### config.mk
export PLATFORM = sky130hd
export DESIGN_NAME = uart_cmd_parser
export DESIGN_NICKNAME = d
export VERILOG_FILES = /design/src/rtl/uart_cmd_parser.sv
export SDC_FILE = /design/constraint.sdc
export NUM_CORES = 1
export LEC_CHECK = 0
export BUFFER_PORTS_ARGS = -buffer_cell sky130_fd_sc_hd__buf_2
export CAP_MARGIN = 0
export CORE_MARGIN = 2
export CORE_UTILIZATION = 45
export CTS_BUF_LIST = sky130_fd_sc_hd__clkbuf_8 sky130_fd_sc_hd__clkbuf_16
export DETAILED_ROUTE_END_ITERATION = 10
export PLACE_DENSITY_LB_ADDON = 0.1
export SLEW_MARGIN = 25
export SYNTH_ARGS = -nofsm -noshare
export SYNTH_HDL_FRONTEND = slang
export SYNTH_SLANG_ARGS = --single-unit
### constraint.sdc
create_clock -name clk -period 3.1 [get_ports clk]
set_input_delay 0.31 -clock clk [delete_from_list [all_inputs] [get_ports clk]]
set_output_delay 0.31 -clock clk [all_outputs]
set_load 0.005 [all_outputs]
### src/rtl/uart_cmd_parser.sv
// ASCII command decoder fed by uart_rx: 'L'<hex>, 'T'<dec><dec> and '?' frames closed by CR/LF,
// driving the LED pattern, the alarm threshold register and single-cycle event pulses.
module uart_cmd_parser #(
  parameter int unsigned TIMEOUT_CYC = 50_000_000,
  parameter logic [7:0]  DEFAULT_TH  = 8'd30
) (
  input  logic       clk,
  input  logic       rst_n,
  input  logic [7:0] din,
  input  logic       din_vld,
  output logic [3:0] led,
  output logic [7:0] alarm_th,
  output logic       th_upd,
  output logic       query,
  output logic       cmd_err
);

  localparam int unsigned CW = (TIMEOUT_CYC > 1) ? $clog2(TIMEOUT_CYC) : 1;

  typedef enum logic [1:0] {IDLE, ARG1, ARG2, TERM} state_t;
  typedef enum logic [1:0] {CMD_LED, CMD_TH, CMD_QRY} cmd_t;

  state_t        state, state_nxt;
  cmd_t          cmd, cmd_nxt;
  logic [3:0]    arg_hi, arg_hi_nxt;
  logic [3:0]    arg_lo, arg_lo_nxt;
  logic [3:0]    led_nxt;
  logic [7:0]    th_nxt;
  logic          th_upd_nxt, query_nxt, cmd_err_nxt;
  logic [CW-1:0] tmo_cnt;
  logic          tmo_hit;
  logic          is_term, is_dig, hex_ok;
  logic [3:0]    hex_val;
  logic [7:0]    th_val;

  assign is_term = (din == 8'h0D) || (din == 8'h0A);
  assign is_dig  = (din >= "0") && (din <= "9");
  assign tmo_hit = (state != IDLE) && (tmo_cnt == CW'(TIMEOUT_CYC - 1));
  assign th_val  = ({4'b0, arg_hi} * 8'd10) + {4'b0, arg_lo};

  // Letters A-F / a-f carry their value in the low nibble offset by 9.
  always_comb begin
    hex_ok  = 1'b1;
    hex_val = din[3:0];
    if (is_dig) begin
      hex_val = din[3:0];
    end else if (((din >= "A") && (din <= "F")) || ((din >= "a") && (din <= "f"))) begin
      hex_val = din[3:0] + 4'd9;
    end else begin
      hex_ok = 1'b0;
    end
  end

  always_ff @(posedge clk) begin
    if (!rst_n) begin
      tmo_cnt <= '0;
    end else if (din_vld || (state == IDLE) || tmo_hit) begin
      tmo_cnt <= '0;
    end else begin
      tmo_cnt <= tmo_cnt + CW'(1);
    end
  end

  always_ff @(posedge clk) begin
    if (!rst_n) begin
      state    <= IDLE;
      cmd      <= CMD_LED;
      arg_hi   <= 4'h0;
      arg_lo   <= 4'h0;
      led      <= 4'h0;
      alarm_th <= DEFAULT_TH;
      th_upd   <= 1'b0;
      query    <= 1'b0;
      cmd_err  <= 1'b0;
    end else begin
      state    <= state_nxt;
      cmd      <= cmd_nxt;
      arg_hi   <= arg_hi_nxt;
      arg_lo   <= arg_lo_nxt;
      led      <= led_nxt;
      alarm_th <= th_nxt;
      th_upd   <= th_upd_nxt;
      query    <= query_nxt;
      cmd_err  <= cmd_err_nxt;
    end
  end

  // A rejected byte drops straight back to IDLE without being re-parsed as a new command.
  always_comb begin
    state_nxt   = state;
    cmd_nxt     = cmd;
    arg_hi_nxt  = arg_hi;
    arg_lo_nxt  = arg_lo;
    led_nxt     = led;
    th_nxt      = alarm_th;
    th_upd_nxt  = 1'b0;
    query_nxt   = 1'b0;
    cmd_err_nxt = 1'b0;
    if (din_vld) begin
      unique case (state)
        IDLE: begin
          if ((din == "L") || (din == "l")) begin
            cmd_nxt   = CMD_LED;
            state_nxt = ARG1;
          end else if ((din == "T") || (din == "t")) begin
            cmd_nxt   = CMD_TH;
            state_nxt = ARG1;
          end else if (din == "?") begin
            cmd_nxt   = CMD_QRY;
            state_nxt = TERM;
          end else if (!is_term) begin
            cmd_err_nxt = 1'b1;
          end
        end
        ARG1: begin
          if ((cmd == CMD_LED) && hex_ok) begin
            arg_hi_nxt = hex_val;
            state_nxt  = TERM;
          end else if ((cmd == CMD_TH) && is_dig) begin
            arg_hi_nxt = din[3:0];
            state_nxt  = ARG2;
          end else begin
            cmd_err_nxt = 1'b1;
            state_nxt   = IDLE;
          end
        end
        ARG2: begin
          if (is_dig) begin
            arg_lo_nxt = din[3:0];
            state_nxt  = TERM;
          end else begin
            cmd_err_nxt = 1'b1;
            state_nxt   = IDLE;
          end
        end
        TERM: begin
          state_nxt = IDLE;
          if (is_term) begin
            unique case (cmd)
              CMD_LED: led_nxt = arg_hi;
              CMD_TH: begin
                th_nxt     = th_val;
                th_upd_nxt = 1'b1;
              end
              default: query_nxt = 1'b1;
            endcase
          end else begin
            cmd_err_nxt = 1'b1;
          end
        end
        default: state_nxt = IDLE;
      endcase
    end else if (tmo_hit) begin
      cmd_err_nxt = 1'b1;
      state_nxt   = IDLE;
    end
  end

endmodule

* Word-level counts from Yosys, hierarchy flattened
Index checks and enable logic that the tools add are counted.
** Word-level totals
- Register bits :: 53
- Input port bits :: 11
- Output and inout bits :: 15
- Word-level logic and storage cells :: 91
** Cells by class
- $add $sub $neg :: 3
- Multiply operators :: 1
- Order comparisons :: 6
- Eq/ne operators :: 13
- Muxes and demuxes :: 30
- Bitwise logic cells :: 1
- Reductions and logical operators :: 27
** Operators with widths (count)
- $eq A8 B7 Y1 const B :: 4
- $add A26 B1 Y26 const B :: 1
- $eq A26 B26 Y1 const B :: 1
- $mux W2 :: 11
- $eq A8 B4 Y1 const B :: 2
- $ge A8 B7 Y1 const B :: 2
- $le A8 B7 Y1 const B :: 2
- $mux W4 :: 4
- $mux W1 :: 13
- $reduce_and A4 Y1 :: 3
- $reduce_and A3 Y1 :: 3
- $add A8 B4 Y8 :: 1
- $eq A8 B6 Y1 const B :: 1
- $ge A8 B6 Y1 const B :: 1
- $le A8 B6 Y1 const B :: 1
- $pmux W2 S4 :: 1
- $mul A4 B3 Y7 const B :: 1
- $logic_and A1 B1 Y1 :: 6
- $logic_or A1 B1 Y1 :: 6
- $reduce_bool A2 Y1 :: 3
- $ne A5 B2 Y1 const B :: 1
- $add A4 B4 Y4 const B :: 1
- $eq A2 B1 Y1 const B :: 2
- $eq A2 B2 Y1 const B :: 2
- 6 further kinds :: 8

* Longest topological paths before layout
Gate-level depths: netlist of run 1.
- Depth in word-level cells :: 9
- Mapped depth :: 8
- Mapped depth without buffers :: 8

* Worst setup path before layout of run 1
OpenSTA, ideal clock, no wires.
- Path kind :: reg-to-reg
- Start :: register arg_hi[3]
- End :: register alarm_th[7]
- Library setup time :: 0.078 ns
- Arrival time :: 2.100 ns
- Required time :: 3.022 ns
- Slack :: 0.922 ns
- Stages on the path, launching flop included :: 8
- Path buffers :: 0
- Period minus slack after synthesis :: 2.178 ns
- Path through :: dfxtp_1 -> ha_1 -> ha_1 -> fa_1 -> or3b_2 -> a21oi_1 -> nor3_1 -> nor3_1
** Between the ends
- Word-level cells in the longest chain between the ends :: 2
** RTL lines
- start, declared :: line 25 : logic [3:0] arg_hi, arg_hi_nxt;
- start signal, assigned :: line 78 : arg_hi <= arg_hi_nxt;
- $mul A4 B3 Y7 :: line 39 : assign th_val = ({4'b0, arg_hi} * 8'd10) + {4'b0, arg_lo};
- $add A8 B4 Y8 :: line 39
- end signal, assigned :: line 81 : alarm_th <= th_nxt;
- end, declared :: line 12 : output logic [7:0] alarm_th,
No other way between the ends.
A chain may end at the register's enable or synchronous reset.

* Final worst setup path of run 1
Ends and elaborated chain as after synthesis.

==> run_results.csv, run 1 <==
group,metric,value,unit
status,run_status,"finished, final reports clean",
timing,finalCritPeriodShare,75.78,%
min_path,worst_hold_path.num_cells,2,
setup_path,worstReg2RegEnd,"alarm_th[7]",
place,detailedPlacementHpwl,3967,um
clock_tree,cts_sinks,53,
logic_synthesis,synth-main-ff-cell,"sky130_fd_sc_hd__dfxtp_1",
logic_synthesis,ys_ff_latch,53,
setup_path,critPathLaunchType,"flip-flop",
setup_path,cp.arrival,2.59,ns
power,switching_power,0.2560,mW
layout,layout_commonest_cell,"sky130_fd_sc_hd__dfxtp_1",
detailed_routing,drc,0,
grt,grt_start_max_net_pins,27,
layout,ff_latch_area,1061,um^2
layout,final.fill_count,567,
logic_synthesis,synthesis.instances,305,
layout,multi_input_comb_area,1597,um^2
min_path,worst_hold_endpoint,"alarm_th[1]",
timing,total_negative_slack,0,ns
timing,least_margin_pin_slew,0.7041,ns
place,buffer_ports.inserted,25,
setup_path,worst_reg2reg_path_depth,7,
setup_path,critical_path_class,"flip-flop to flip-flop",
detailed_routing,via_count,2152,
timing,clock-skew-final,0.007096,ns
logic_synthesis,synth_enable_flop_cells,0,
power,static-leakage-power,1.231,nW
logic_synthesis,seq_total_area_yosys,38.67,%
power,total_power,1.215,mW
timing,slew_violations,0,
power,seq_power_share,56.1,%
setup_path,cp_data_required_time,3.34,ns
detailed_routing,vias_per_cell,5.300,
floorplanning,die_x,82.09,um
power,power_per_standard_cell_area,396.2,nW/um^2
power,ir_worst_vdd,247.8,uV
floorplanning,die_height,82.09,um
power,comb_power_share,4.2,%
layout,post_route_cells_drive_above_1_share,14.80,%
flow_run,cap_viol_max_count,0,
setup_path,critical_path.reg2reg.startpoint,"arg_hi[3]",
layout,antenna_cells,0,
detailed_routing,first_iter_violations,87,
floorplanning,die-area,6738,um^2
min_path,hold_class,"input port to flip-flop",
timing,final-hold-violation-count,0,
detailed_routing,drt-wirelength-per-cell,13.31,um
logic_synthesis,synthesis.area,2744,um^2
place,gp_congestion,0.7742,
logic_synthesis,postSynthNetCount,330,
timing,slew_headroom,52.57,%
timing,timing.final.crit_period,2.349,ns
timing,finalSetupViolations,0,
setup_path,timing.critical_path.fanout_max,7,
grt,grt_antenna_before_repair,0,
power,switching_share,21.06,%
layout,syn2layout_area_growth,11.81,%
detailed_routing,drt.antenna.violating_nets,0,
timing,grt_setup_unrepaired,"false",
timing,post-route-worst-setup-slack,0.7507,ns
logic_synthesis,synth.distinct_cells,50,
setup_path,endpoint_kind,"flip-flop",
grt,global_route.overflow_total,0,
detailed_routing,drt_first_pass_iters,4,
power,p_int,0.9594,mW
power,clock_power_share,39.7,%
floorplanning,row_count,28,
timing,fmax,425.7,MHz
floorplanning,io-pin-count,26,
clock_tree,number_of_buffers_created_by_cts,5,
grt,grt_first_pass_wirelength,9480,um
clock_tree,ctsResizeCount,0,
clock_tree,hold_fix_buffers_at_cts,0,
logic_synthesis,async_flop_share,0,%
logic_synthesis,ys.warnings.count,0,
clock_tree,cts-root-to-sink-buffers,2,
detailed_routing,postRouteWirelength,5405,um
place,placement.setup.worst_slack,0.7465,ns
min_path,hold_path.startpoint,"rst_n",
clock_tree,clk_transition_reported_paths,0.10,ns
clock_tree,clock-root-buffer,"sky130_fd_sc_hd__clkbuf_8",
layout,mostFrequentLayoutCells,"sky130_fd_sc_hd__dfxtp_1, sky130_fd_sc_hd__nor2_1, sky130_fd_sc_hd__nand2_1, sky130_fd_sc_hd__buf_2, sky130_fd_sc_hd__xor2_1",
clock_tree,cts-htree-levels,2,
clock_tree,worstSkewPairLatency,0.31,ns
setup_path,r2r_setup_slack,0.75,ns
grt,number_of_global_route_vias_before_repair,1943,
clock_tree,cts_setup_buffers,0,
grt,globalRouteTotalUtil,18.18,%
layout,fin_nets,355,
logic_synthesis,syn-mean-instance-area,8.996,um^2
floorplanning,start_util,46.34,%
floorplanning,core_area,5921,um^2
clock_tree,cts_tree,"done",
[registers in the layout, indices dropped and copies added, names as in the netlist]
name	cells
th_upd	1
arg_hi	4
cmd_err	1
led	4
query	1
tmo_cnt	26
arg_lo	4
cmd	2
state	2
alarm_th	8
[worst max-delay path, stage by stage, from the launching register on]
cell and delay [ns]:
sky130_fd_sc_hd__dfxtp_1 0.49, sky130_fd_sc_hd__ha_1 0.29, sky130_fd_sc_hd__ha_1 0.23, sky130_fd_sc_hd__fa_1 0.44, sky130_fd_sc_hd__or3b_2 0.49, sky130_fd_sc_hd__a21oi_1 0.15, sky130_fd_sc_hd__nor3_1 0.06, sky130_fd_sc_hd__nor3_1 0.14
[power by group through the flow]
stage / registers [mW] / logic [mW] / clock network (mW)
floorplan: 0.698 / 0.0323 / 0
global placement: 0.698 / 0.0506 / 0
detailed placement: 0.698 / 0.0504 / 0
CTS: 0.682 / 0.0507 / 0.500
global route: 0.682 / 0.0560 / 0.529
finish: 0.682 / 0.0509 / 0.483
[how the worst max path moves through the flow]
stage,startpoint,end,cells past startpoint
4_1_cts,arg_hi[3],alarm_th[7],7
3_3_place_gp,din[4],alarm_th[3],5
6_report,arg_hi[3],alarm_th[7],7
5_1_grt,arg_hi[3],alarm_th[7],7
3_5_place_dp,din[4],alarm_th[3],5
2_1_floorplan,arg_hi[3],alarm_th[7],7
[kinds of logic after synthesis]
| family | after synthesis | synth area share (%) |
|---|---|---|
| muxes | 11 | 4.013 |
| and+or+nand+nor | 134 | 25.31 |
| adders and majority gates | 14 | 6.931 |
| DFF | 53 | 38.67 |
| xor gates and xnor gates | 31 | 9.895 |
| buffers and inverters | 24 | 3.420 |
| AOI/OAI and AO/OA | 38 | 11.76 |
[area by class of cell]
| class | instances | area share, % |
|---|---|---|
| Timing Repair Buffer | 28 | 4.812 |
| Tap cell | 75 | 3.059 |
| Sequential cell | 53 | 34.58 |
| Clock inverter | 2 | 1.101 |
| Clock buffer | 6 | 2.692 |
| Inverter | 14 | 1.713 |
| Multi-Input combinational cell | 228 | 52.04 |
[stage by stage]
| stage | hold WS [ns] | instance area (um^2) | cells | utilization, % |
|---|---|---|---|---|
| 2_1_floorplan | 0.4297 | 2744 | 305 | - |
| 3_3_place_gp | 0.4428 | 2944 | 398 | 49.73 |
| 3_5_place_dp | 0.4430 | 2944 | 398 | 49.73 |
| 4_1_cts | 0.3208 | 3060 | 406 | 51.69 |
| 5_1_grt | 0.3340 | 3068 | 406 | 51.82 |
| 6_report | 0.3214 | 3068 | 406 | 51.82 |
[Yosys cell counts, types with 4 or more instances]
master | n | area [um^2]
sky130_fd_sc_hd__dfxtp_1 | 53 | 1061
sky130_fd_sc_hd__nor2_1 | 47 | 176.4
sky130_fd_sc_hd__nand2_1 | 25 | 93.84
sky130_fd_sc_hd__xor2_1 | 22 | 192.7
sky130_fd_sc_hd__nand3_1 | 16 | 80.08
sky130_fd_sc_hd__inv_1 | 14 | 52.55
sky130_fd_sc_hd__ha_1 | 12 | 150.1
sky130_fd_sc_hd__mux2i_1 | 11 | 110.1
sky130_fd_sc_hd__nand4_1 | 10 | 62.56
sky130_fd_sc_hd__nor3_1 | 10 | 50.05
sky130_fd_sc_hd__xnor2_1 | 9 | 78.83
sky130_fd_sc_hd__clkbuf_1 | 7 | 26.28
sky130_fd_sc_hd__a21oi_1 | 5 | 25.02
sky130_fd_sc_hd__o21ai_0 | 5 | 25.02
sky130_fd_sc_hd__nor2b_1 | 4 | 25.02
sky130_fd_sc_hd__o211ai_1 | 4 | 30.03
[per-layer routing]
| layer | vias to the layer above | part of all wire (%) | GRT usage, % |
|---|---|---|---|
| met3 | 7 | 2.6 | 2.967 |
| li1 | 1116 | - | - |
| met4 | 0 | 1.4 | 5.500 |
| met1 | 994 | 50 | 24.61 |
| met5 | - | 0 | 0 |
| met2 | 35 | 46 | 29.67 |
No activity file was read; power rests on OpenSTA's default activity.
==> inputs of run 2 (changes only) <==
clock period = 2.5 ns   (was 3.1 ns; I/O delays follow)
==> run_results.csv, run 2 (synthesized netlist as in run 1, its figures left out) <==
group,metric,value,unit
layout,antenna_cells,0,
detailed_routing,via_count,2149,
grt,grt_antenna_before_repair,0,
setup_path,critical_path_class,"flip-flop to flip-flop",
place,detailedPlacementHpwl,3959,um
detailed_routing,drc,0,
timing,fmax,444.8,MHz
grt,globalRouteTotalUtil,17.86,%
setup_path,cp_data_required_time,2.73,ns
layout,mostFrequentLayoutCells,"sky130_fd_sc_hd__dfxtp_1, sky130_fd_sc_hd__nor2_1, sky130_fd_sc_hd__nand2_1, sky130_fd_sc_hd__buf_2, sky130_fd_sc_hd__xor2_1",
clock_tree,cts_setup_buffers,0,
setup_path,critical_path.reg2reg.startpoint,"arg_hi[1]",
clock_tree,cts-htree-levels,2,
layout,multi_input_comb_area,1589,um^2
grt,grt_first_pass_wirelength,9315,um
timing,finalCritPeriodShare,89.93,%
clock_tree,number_of_buffers_created_by_cts,5,
layout,biggestRegsByFlops,"tmo_cnt x26, alarm_th x8",
setup_path,timing.critical_path.fanout_max,4,
grt,global_route.overflow_total,0,
setup_path,worstPathCellList,"ha_1 > ha_1 > fa_1 > or3b_2 > a21oi_1 > nor3_1 > nor3_1",
grt,grt_start_max_net_pins,27,
layout,post_route_cells_drive_above_1_share,16.37,%
setup_path,critPathLaunchType,"flip-flop",
place,buffer_ports.inserted,25,
layout,layout.cell_area.non_filler,3095,um^2
timing,grt_setup_unrepaired,"false",
clock_tree,ctsResizeCount,0,
setup_path,cp_slowest_cell,"sky130_fd_sc_hd__or3b_2",
layout,fin_cells,411,
setup_path,slowest_delay,0.48,ns
timing,least_margin_pin_slew,0.7095,ns
min_path,hold_class,"input port to flip-flop",
detailed_routing,first_iter_violations,123,
timing,timing.final.crit_period,2.248,ns
place,placed_area,2994,um^2
clock_tree,worstSkewPairLatency,0.31,ns
timing,clock-skew-final,0.01208,ns
clock_tree,cts-root-to-sink-buffers,2,
layout,final_util,52.28,%
timing,final-hold-violation-count,0,
status,run_status,"finished, final reports clean",
setup_path,crit_start,"arg_hi[1]",
timing,slew_headroom,52.33,%
layout,layout_commonest_cell,"sky130_fd_sc_hd__dfxtp_1",
timing,finalSetupViolations,0,
timing,slew_violations,0,
setup_path,worst_reg2reg_path_depth,7,
layout,ff_latch_area,1061,um^2
setup_path,worstReg2RegEnd,"alarm_th[7]",
clock_tree,cts_tree,"done",
timing,worst_hold_slack,0.2493,ns
detailed_routing,vias_per_cell,5.229,
layout,largest_reg_flops,26,
setup_path,worstSetupEndpoint,"alarm_th[7]",
floorplanning,die_x,82.09,um
setup_path,cp.arrival,2.48,ns
detailed_routing,postRouteWirelength,5429,um
floorplanning,die-area,6738,um^2
clock_tree,cts_sinks,53,
floorplanning,io-pin-count,26,
setup_path,endpoint_kind,"flip-flop",
clock_tree,clock-root-buffer,"sky130_fd_sc_hd__clkbuf_8",
detailed_routing,drt.antenna.violating_nets,0,
setup_path,r2r_setup_slack,0.25,ns
place,place_inst,403,
flow_run,cap_viol_max_count,0,
power,total_power,1.437,mW
floorplanning,die_height,82.09,um
power,power_per_standard_cell_area,464.2,nW/um^2
floorplanning,core_area,5921,um^2
detailed_routing,drt-wirelength-per-cell,13.21,um
detailed_routing,drt_first_pass_iters,5,
clock_tree,clk_transition_reported_paths,0.10,ns
grt,number_of_global_route_vias_before_repair,1984,
power,ir_worst_vdd,235.4,uV
floorplanning,start_util,46.34,%
layout,final.fill_count,586,
place,placement.setup.worst_slack,0.2944,ns
power,static-leakage-power,1.254,nW
place,gp_congestion,0.7851,
layout,syn2layout_area_growth,12.81,%
floorplanning,row_count,28,
layout,largest_register,"tmo_cnt",
timing,post-route-worst-setup-slack,0.2519,ns
clock_tree,hold_fix_buffers_at_cts,0,
timing,total_negative_slack,0,ns
layout,fin_nets,360,
-- run 2: changes by cell type in the layout (fill, tap and decap cells not counted) --
cell	before	now
sky130_fd_sc_hd__clkbuf_8	6	7
sky130_fd_sc_hd__o21ai_4	1	0
sky130_fd_sc_hd__inv_1	15	14
sky130_fd_sc_hd__buf_4	3	7
sky130_fd_sc_hd__o21ai_2	0	1
sky130_fd_sc_hd__clkinv_2	0	1
sky130_fd_sc_hd__bufinv_16	1	0
sky130_fd_sc_hd__buf_12	0	1
-- run 2: worst min-delay path by stage --
| stage | cells past startpoint | from | slack [ns] | end |
|---|---|---|---|---|
| detailed placement | 2 | led[1] | 0.45 | led[1] |
| finish | 3 | din[0] | 0.25 | arg_lo[0] |
| global placement | 2 | led[3] | 0.44 | led[3] |
| floorplan | 2 | din[0] | 0.40 | arg_lo[0] |
| CTS | 3 | din[0] | 0.25 | arg_lo[0] |
| global route | 3 | din[1] | 0.26 | arg_lo[1] |
-- run 2: power by group --
| part | internal (mW) | switching, mW | total (mW) |
|---|---|---|---|
| Combinational | 0.0235 | 0.0408 | 0.0643 |
| Sequential | 0.845 | 0.000557 | 0.845 |
| Clock | 0.251 | 0.276 | 0.527 |
-- run 2: cell type report --
cell class | instances | area share [%]
inverters | 14 | 1.698
flip-flops and latches | 53 | 34.28
multi-input cells | 228 | 51.33
clock inverters | 1 | 0.1617
clock buffers | 7 | 3.112
repair buffers | 33 | 6.386
well taps | 75 | 3.032
-- run 2: routing by layer --
metal | wire length, um | track usage [%]
met1 | 2756 | 24.58
met3 | 184 | 3.736
met2 | 2445 | 28.54
met4 | 42 | 4.500
met5 | 0 | 0
-- run 2: critical path, delay by kind of cell (launching register included) --
| kind | cells | cell delay [ns] |
|---|---|---|
| flip-flops | 1 | 0.35 |
| AND/OR/NAND/NOR | 3 | 0.69 |
| AO/OA/AOI/OAI | 1 | 0.17 |
| adder cells (fa/ha/maj) | 3 | 0.96 |
==> inputs of run 3 (changes only) <==
RECOVER_POWER = 100   (was default)
SETUP_SLACK_MARGIN = 0.4   (was default)
TNS_END_PERCENT = 30   (was default)
==> run_results.csv, run 3 (synthesized netlist as in run 1, its figures left out) <==
group,metric,value,unit
floorplanning,start_util,46.34,%
setup_path,slowest_delay,0.47,ns
setup_path,path_delay_family,"adder cells",
detailed_routing,drt.antenna.violating_nets,0,
setup_path,timing.critical_path.fanout_max,7,
timing,total_negative_slack,0,ns
detailed_routing,via_count,2152,
layout,antenna_cells,0,
timing,grt_setup_unrepaired,"true",
layout,largest_reg_flops,26,
floorplanning,die_x,82.09,um
clock_tree,worstSkewPairLatency,0.31,ns
clock_tree,number_of_buffers_created_by_cts,5,
grt,global_route.usage.met3,3.736,%
place,detailedPlacementHpwl,4036,um
clock_tree,cts_sinks,53,
timing,finalSetupViolations,0,
clock_tree,cts_tree,"done",
floorplanning,row_count,28,
timing,slew_violations,0,
grt,grtUsageMet2,29.02,%
setup_path,endpoint_kind,"flip-flop",
layout,post_route_cells_drive_above_1_share,10.36,%
layout,syn2layout_area_growth,10.81,%
layout,mostFrequentLayoutCells,"sky130_fd_sc_hd__dfxtp_1, sky130_fd_sc_hd__nor2_1, sky130_fd_sc_hd__nand2_1",
timing,clock-skew-final,0.01220,ns
floorplanning,die-area,6738,um^2
flow_run,cap_viol_max_count,0,
detailed_routing,postRouteWirelength,5471,um
grt,number_of_global_route_vias_before_repair,1963,
grt,top_usage_layer,"met2",
setup_path,critPathLaunchType,"flip-flop",
detailed_routing,drt-wirelength-per-cell,13.25,um
grt,grt_start_max_net_pins,27,
place,gp_congestion,0.7656,
detailed_routing,vias_per_cell,5.211,
timing,fmax,453.3,MHz
clock_tree,cts-htree-levels,2,
timing,timing.final.crit_period,2.206,ns
setup_path,critical_path_class,"flip-flop to flip-flop",
timing,final-hold-violation-count,0,
timing,least_margin_pin_slew,0.6674,ns
setup_path,cp_slowest_cell,"sky130_fd_sc_hd__or3b_2",
floorplanning,core_area,5921,um^2
clock_tree,clock-root-buffer,"sky130_fd_sc_hd__clkbuf_8",
timing,worst_hold_slack,0.2637,ns
detailed_routing,drc,0,
layout,largest_register,"tmo_cnt",
setup_path,worst-path-buf-inv,0,
timing,slew_headroom,55.16,%
power,ir_worst_vdd,243.2,uV
grt,grt_first_pass_wirelength,9121,um
layout,layout_commonest_cell,"sky130_fd_sc_hd__dfxtp_1",
min_path,hold_class,"input port to flip-flop",
place,buffer_ports.inserted,25,
grt,grt_antenna_before_repair,0,
detailed_routing,drt_first_pass_iters,4,
layout,final.fill_count,575,
setup_path,cp_data_required_time,2.74,ns
setup_path,worstPathCellList,"ha_1 > ha_1 > fa_1 > or3b_2 > a21oi_1 > nor3_1 > nor3_1",
floorplanning,die_height,82.09,um
grt,groute.layer.met1.usage,22.66,%
grt,globalRouteTotalUtil,17.32,%
timing,finalCritPeriodShare,88.25,%
clock_tree,cts-root-to-sink-buffers,2,
status,run_status,"finished, final reports clean",
layout,biggestRegsByFlops,"tmo_cnt x26, alarm_th x8",
setup_path,cp.arrival,2.44,ns
power,power_per_standard_cell_area,451.8,nW/um^2
clock_tree,clk_transition_reported_paths,0.10,ns
power,static-leakage-power,1.176,nW
floorplanning,io-pin-count,26,
detailed_routing,first_iter_violations,94,
grt,global_route.overflow_total,0,
layout,fin_nets,362,
## run 3: cell types whose count changed in the layout (fill, tap and decap cells not counted), moves of 2 or more
cell	previous run	this run
sky130_fd_sc_hd__buf_2	25	10
sky130_fd_sc_hd__clkbuf_1	0	18
sky130_fd_sc_hd__clkbuf_8	7	5
sky130_fd_sc_hd__inv_1	14	16
## run 3: through the flow
stage	worst slack, ns	instances	total power, mW	utilization [%]	area (um^2)
3_3_place_gp	0.3295	403	0.9298	50.59	2995
4_1_cts	0.4075	413	1.406	52.39	3102
3_5_place_dp	0.2956	403	0.9306	50.59	2995
2_1_floorplan	0.4089	305	0.9051	-	2745
5_1_grt	0.1696	413	1.434	51.35	3040
6_report	0.2937	413	1.374	51.35	3040
## run 3: worst paths after layout
check	cells after the start	endpoint	from	slack (ns)
min	3	arg_lo[1]	din[1]	0.26
max	7	alarm_th[7]	arg_hi[3]	0.29
min reg2reg	2	led[1]	led[1]	0.46
max reg2reg	7	alarm_th[7]	arg_hi[3]	0.29
## run 3: layer usage
layer  vias up  routed length (um)
met5         -                   0
met1       990                2679
li1       1131                   -
met3         5                 155
met2        26                2572
met4         0                  64
## run 3: layout make-up
cell class                 count  area (um^2)  share of cell area, %
tap                           75        93.84                  3.086
clock buffer                   5        68.82                  2.263
multi-input combinational    228         1563                  51.40
clock inverter                 3        15.01                 0.4938
timing repair buffer          35        182.7                  6.008
sequential                    53         1065                  35.02
inverter                      14        52.55                  1.728
## run 3: what timing repair did
action / CTS / global route
setup buffers: 2 / 0
pin swaps: 1 / 0
hold buffers: 0 / 0
endpoints found under the setup margin: 1 / 28
gates resized for setup: 3 / 1
## run 3: worst min-delay path, delay by kind of cell
kind | cells | cell delay (ns)
muxes | 1 | 0.09
buffers and inverters | 1 | 0.13
and+or+nand+nor | 1 | 0.07
## run 3: power by group
| part | total [mW] | switching (mW) | internal [mW] |
|---|---|---|---|
| Combinational | 0.0629 | 0.0403 | 0.0226 |
| Sequential | 0.844 | 0.000621 | 0.844 |
| Clock | 0.467 | 0.276 | 0.191 |
| Total | 1.37 | 0.317 | 1.06 |
